[src/rtl/bcd_serial_alu.sv]
// Digit-serial BCD adder/subtractor: one shared BCD digit stage,
// LSD first, with a re-complement pass for negative differences.
module bcd_serial_alu #(
    parameter int DIGITS = 4
) (
    input  logic                  clk,
    input  logic                  rst_n,
    input  logic                  start,
    input  logic                  mode,
    input  logic [4*DIGITS-1:0]   a,
    input  logic [4*DIGITS-1:0]   b,
    output logic                  busy,
    output logic                  done,
    output logic [4*DIGITS-1:0]   result,
    output logic                  carry_out,
    output logic                  negative,
    output logic                  invalid
);

    localparam int IW = (DIGITS > 1) ? $clog2(DIGITS) : 1;

    typedef enum logic [1:0] {
        IDLE,
        ADD,
        RECOMP,
        DONE
    } state_t;

    state_t state_q, state_d;

    logic [4*DIGITS-1:0] a_q;
    logic [4*DIGITS-1:0] b_q;
    logic [4*DIGITS-1:0] result_q;
    logic                mode_q;
    logic [IW-1:0]       idx_q;
    logic                c_q;
    logic                busy_q;
    logic                done_q;
    logic                carry_q;
    logic                neg_q;
    logic                inv_q;

    logic [3:0] op_x;
    logic [3:0] op_y;
    logic [3:0] op_yc;
    logic       op_comp;
    logic [4:0] z;
    logic [3:0] dig_sum;
    logic       dig_c;
    logic       last;
    logic       in_bad;

    function automatic logic has_bad(input logic [4*DIGITS-1:0] v);
        logic bad;
        bad = 1'b0;
        for (int i = 0; i < DIGITS; i++) begin
            if (v[4*i +: 4] > 4'd9) bad = 1'b1;
        end
        return bad;
    endfunction

    assign in_bad = has_bad(a) || has_bad(b);
    assign last   = (idx_q == IW'(DIGITS - 1));

    // RECOMP reuses the stage as 0 + (9 - r_i) + c.
    always_comb begin
        op_x    = a_q[4*idx_q +: 4];
        op_y    = b_q[4*idx_q +: 4];
        op_comp = mode_q;
        if (state_q == RECOMP) begin
            op_x    = 4'd0;
            op_y    = result_q[4*idx_q +: 4];
            op_comp = 1'b1;
        end
    end

    assign op_yc   = op_comp ? (4'd9 - op_y) : op_y;
    assign z       = {1'b0, op_x} + {1'b0, op_yc} + {4'd0, c_q};
    assign dig_c   = (z > 5'd9);
    assign dig_sum = dig_c ? (z[3:0] + 4'd6) : z[3:0];

    always_comb begin
        state_d = state_q;
        unique case (state_q)
            IDLE: begin
                if (start) state_d = in_bad ? DONE : ADD;
            end
            ADD: begin
                if (last) state_d = (mode_q && !dig_c) ? RECOMP : DONE;
            end
            RECOMP: begin
                if (last) state_d = DONE;
            end
            DONE: begin
                state_d = IDLE;
            end
            default: state_d = IDLE;
        endcase
    end

    always_ff @(posedge clk or negedge rst_n) begin
        if (!rst_n) begin
            state_q <= IDLE;
        end else begin
            state_q <= state_d;
        end
    end

    always_ff @(posedge clk or negedge rst_n) begin
        if (!rst_n) begin
            a_q      <= '0;
            b_q      <= '0;
            result_q <= '0;
            mode_q   <= 1'b0;
            idx_q    <= '0;
            c_q      <= 1'b0;
            busy_q   <= 1'b0;
            done_q   <= 1'b0;
            carry_q  <= 1'b0;
            neg_q    <= 1'b0;
            inv_q    <= 1'b0;
        end else begin
            busy_q <= (state_d == ADD) || (state_d == RECOMP);
            done_q <= (state_d == DONE);
            unique case (state_q)
                IDLE: begin
                    if (start) begin
                        a_q      <= a;
                        b_q      <= b;
                        mode_q   <= mode;
                        result_q <= '0;
                        carry_q  <= 1'b0;
                        neg_q    <= 1'b0;
                        inv_q    <= in_bad;
                        idx_q    <= '0;
                        c_q      <= mode;
                    end
                end
                ADD: begin
                    result_q[4*idx_q +: 4] <= dig_sum;
                    c_q <= dig_c;
                    if (last) begin
                        idx_q <= '0;
                        if (!mode_q) begin
                            carry_q <= dig_c;
                        end else if (!dig_c) begin
                            neg_q <= 1'b1;
                            c_q   <= 1'b1;
                        end
                    end else begin
                        idx_q <= idx_q + IW'(1);
                    end
                end
                RECOMP: begin
                    result_q[4*idx_q +: 4] <= dig_sum;
                    c_q <= dig_c;
                    if (last) begin
                        idx_q <= '0;
                    end else begin
                        idx_q <= idx_q + IW'(1);
                    end
                end
                DONE: begin
                end
                default: begin
                end
            endcase
        end
    end

    assign busy      = busy_q;
    assign done      = done_q;
    assign result    = result_q;
    assign carry_out = carry_q;
    assign negative  = neg_q;
    assign invalid   = inv_q;

endmodule

[config.mk]
export PLATFORM = sky130hd
export DESIGN_NAME = bcd_serial_alu
export DESIGN_NICKNAME = d
export VERILOG_FILES = /design/src/rtl/bcd_serial_alu.sv
export SDC_FILE = /design/constraint.sdc
export NUM_CORES = 1
export LEC_CHECK = 0
export CAP_MARGIN = 20
export CORE_UTILIZATION = 53
export DETAILED_ROUTE_END_ITERATION = 8
export PLACE_DENSITY = 0.8
export RECOVER_POWER = 25
export SYNTH_ARGS = -nofsm -noshare
export SYNTH_HDL_FRONTEND = slang
export SYNTH_SLANG_ARGS = --single-unit
[constraint.sdc]
create_clock -name clk -period 5.1 [get_ports clk]
set_input_delay 0.51 -clock clk [delete_from_list [all_inputs] [get_ports clk]]
set_output_delay 0.51 -clock clk [all_outputs]
set_load 0.01 [all_outputs]
==> flow_summary_export.csv <==
group,metric,value,unit
outcome,outcome,"finished, violations left",
outcome,failed_checks,"max-capacitance violations, max-slew violations",
finish,final_net_count,376,
setup_path,endpoint_of_the_worst_register_to_register_path,"busy",
cts,tritoncts,"built",
finish,final_common_cell,"sky130_fd_sc_hd__dfrtp_1",
cts,clock_root_buffer,"sky130_fd_sc_hd__clkbuf_8",
detailed_routing,wl_met3,296,um
detailed_routing,dr_wl_met2,3600,um
setup_path,cp_data_arrival_time,4.63,ns
floorplanning,chipHeight,79.4,um
min_path,worstHoldPathCells,1,
grt,grt_antenna_before_repair,0,
floorplanning,initial_core_util,0.562,
synthesis,async_flop_share,1.00,
cts,cts_buffer_depth,2,
detailed_routing,first_pass_iters,4,
grt,grt_pass1_vias,2349,
finish,layout.filler_cells,455,
cts,cts_made_buffers,9,
synthesis,syn_area,3170,um^2
sta,tightest_slew,3.12,ns
grt,gr-total-overflow,0,
sta,relSlewSlack,-1.08,
synthesis,synth-seq-area-share,0.465,
floorplanning,top_level_ports,57,
cts,clkLatencyLatePin,0.34,ns
cts,cts_max_level,3,
finish,layout-drive-gt1-share,0.195,
finish,most_frequent_cells_in_the_layout,"sky130_fd_sc_hd__dfrtp_1, sky130_fd_sc_hd__clkdlybuf4s50_1, sky130_fd_sc_hd__mux2_2",
grt,grt_first_pass_wirelength,11600,um
floorplanning,die_area,6300,um^2
finish,areaGrowthSynthToFinish,24.5,%
detailed_routing,routed_wire_length_per_instance,18.2,um
setup_path,crit_path_start_kind,"flop",
finish,antenna_cells,0,
synthesis,syn_area_per_cell,12.0,um^2
synthesis,netlist_instances,265,
setup_path,critical_path_peak_fanout,12,
synthesis,yosys_most_used_dff,"sky130_fd_sc_hd__dfrtp_1",
synthesis,count_of_cell_types_in_the_netlist,46,
cts,holdBufCountCts,0,
synthesis,edff_count_synth,0,
sta,grt_setup_unrepaired,"false",
placement,hpwlAfterDp,5460,um
sta,max_clock_freq,227,MHz
detailed_routing,detail-route-antenna-nets,0,
setup_path,worstSetupPathType,"flop to flop",
cts,postCtsResizedCells,0,
setup_path,cp-end-kind,"flop",
setup_path,rrSetupSlack,0.69,ns
grt,grt_max_degree,60,
cts,postCtsSetupRepairBufs,0,
detailed_routing,wl_met1,3250,um
synthesis,yosys_warnings,0,
detailed_routing,remaining_drc_errors,0,
sta,report.final.setup_viol,0,
sta,timing.final.crit_share,0.866,
min_path,min-delay-path-class,"flop to flop",
floorplanning,rows,27,
sta,timing.clock.skew,0.0101,ns
placement,portBuffers,56,
detailed_routing,top_routing_layer_used,"met4",
min_path,hp-start,"a_q[4]",
setup_path,crit-reg2reg-launch,"state_q[0]",
min_path,timing.hold.worst_endpoint,"a_q[4]",
floorplanning,core_area,5640,um^2
sta,timing.setup.tns,0,ns
synthesis,synth.net_count,317,
detailed_routing,routed_wl,7290,um
cts,worst_setup_hold_path_clk_slew,0.06,ns
detailed_routing,post_drt_via_cell_ratio,5.95,
sta,finalCriticalPeriod,4.41,ns
cts,clock_sinks,59,
run,drv.max_cap_violation_count,1,
setup_path,worst-r2r-cell-count,14,
synthesis,synth_seq_cells,59,
sta,maxSlewViolCount,60,
sta,final-hold-violation-count,0,
floorplanning,die_w,79.4,um
detailed_routing,dr_total_vias,2381,
detailed_routing,detailedRoute.firstIterationViolations,88,
placement,place_congestion,0.901,
grt,global_route.usage.total,0.253,
setup_path,crit_required,5.32,ns
-- cells in the mapped netlist (2+ instances only) --
cell type | count | area, um^2
sky130_fd_sc_hd__xor2_1 | 3 | 26.3
sky130_fd_sc_hd__a31oi_1 | 2 | 12.5
sky130_fd_sc_hd__clkbuf_1 | 4 | 15.0
sky130_fd_sc_hd__nor3_1 | 2 | 10.0
sky130_fd_sc_hd__nand3_1 | 3 | 15.0
sky130_fd_sc_hd__o21ai_0 | 22 | 110
sky130_fd_sc_hd__mux2_2 | 33 | 372
sky130_fd_sc_hd__a21oi_1 | 6 | 30.0
sky130_fd_sc_hd__buf_2 | 8 | 40.0
sky130_fd_sc_hd__dfrtp_1 | 59 | 1480
sky130_fd_sc_hd__mux4_2 | 11 | 248
sky130_fd_sc_hd__nor2b_1 | 7 | 43.8
sky130_fd_sc_hd__inv_1 | 9 | 33.8
sky130_fd_sc_hd__a22o_1 | 9 | 78.8
sky130_fd_sc_hd__nand4_1 | 4 | 25.0
sky130_fd_sc_hd__nand2_1 | 18 | 67.6
sky130_fd_sc_hd__ha_1 | 14 | 175
sky130_fd_sc_hd__fa_1 | 2 | 40.0
sky130_fd_sc_hd__nand2b_1 | 4 | 25.0
sky130_fd_sc_hd__mux2i_1 | 7 | 70.1
sky130_fd_sc_hd__nor2_1 | 13 | 48.8
-- cell type report --
cell class              instances  area, um^2  share of cell area
clock buffers                  12         145              0.0367
clock inverters                 3        15.0             0.00380
inverters                      10        37.5             0.00950
multi-input cells             184        1600               0.406
flip-flops and latches         59        1480               0.374
well taps                      72        90.1              0.0228
repair buffers                 60         582               0.147
-- routing by layer --
metal / vias up / global-route usage
met5: - / 0
met4: 0 / 0.116
met3: 12 / 0.0434
met2: 73 / 0.419
met1: 1200 / 0.323
li1: 1096 / -
-- stage by stage --
stage	instance area [um^2]	worst slack, ns	utilization	hold WS [ns]	cells
2_1_floorplan	3170	1.18	-	0.214	265
5_1_grt	3950	0.384	0.700	0.516	400
3_3_place_gp	3790	0.900	0.672	0.487	385
3_5_place_dp	3790	0.710	0.672	0.491	385
4_1_cts	3950	0.684	0.701	0.343	400
6_report	3950	0.685	0.700	0.503	400
-- flip-flops by register name, summed over array words and instances, names as in the netlist --
signal and count:
mode_q 1, a_q 16, negative 1, busy 1, done 1, b_q 16, invalid 1, c_q 1
idx_q 2, state_q 2, carry_out 1, result 16
-- worst max path at each step --
| stage | startpoint | end | slack [ns] | cells past startpoint |
|---|---|---|---|---|
| final | state_q[0] | busy | 0.69 | 14 |
| after global routing | state_q[0] | busy | 0.38 | 14 |
| after global placement | state_q[0] | busy | 0.90 | 14 |
| after CTS | state_q[0] | busy | 0.68 | 14 |
| after floorplan | state_q[0] | busy | 1.18 | 15 |
| after detailed placement | state_q[0] | busy | 0.71 | 14 |
-- critical path, stage by stage, from the launching register on --
cell                       delay, ns
sky130_fd_sc_hd__dfrtp_1        0.41
sky130_fd_sc_hd__inv_1          0.10
sky130_fd_sc_hd__ha_1           0.52
sky130_fd_sc_hd__mux4_2         0.40
sky130_fd_sc_hd__mux2i_1        0.18
sky130_fd_sc_hd__xnor2_1        0.10
sky130_fd_sc_hd__fa_1           0.40
sky130_fd_sc_hd__fa_1           0.42
sky130_fd_sc_hd__xor2_1         0.21
sky130_fd_sc_hd__ha_1           0.24
sky130_fd_sc_hd__a22o_1         0.25
sky130_fd_sc_hd__o311ai_4       0.38
sky130_fd_sc_hd__o21ai_0        0.17
sky130_fd_sc_hd__a22oi_1        0.23
sky130_fd_sc_hd__ha_1           0.29
-- cell families (layout without fill, tap and decap cells) --
| group | count (synthesis) | after routing | synth area share |
|---|---|---|---|
| muxes | 51 | 51 | 0.217 |
| xor gates and xnor gates | 4 | 4 | 0.0110 |
| and+or+nand+nor | 58 | 58 | 0.0911 |
| DFF | 59 | 59 | 0.465 |
| AOI/OAI and AO/OA | 55 | 55 | 0.118 |
| buffers and inverters | 22 | 85 | 0.0292 |
| adders and majority gates | 16 | 16 | 0.0678 |
Power is not shown: default switching activity piles up to over one toggle a cycle in this logic, so the estimate is an artifact.
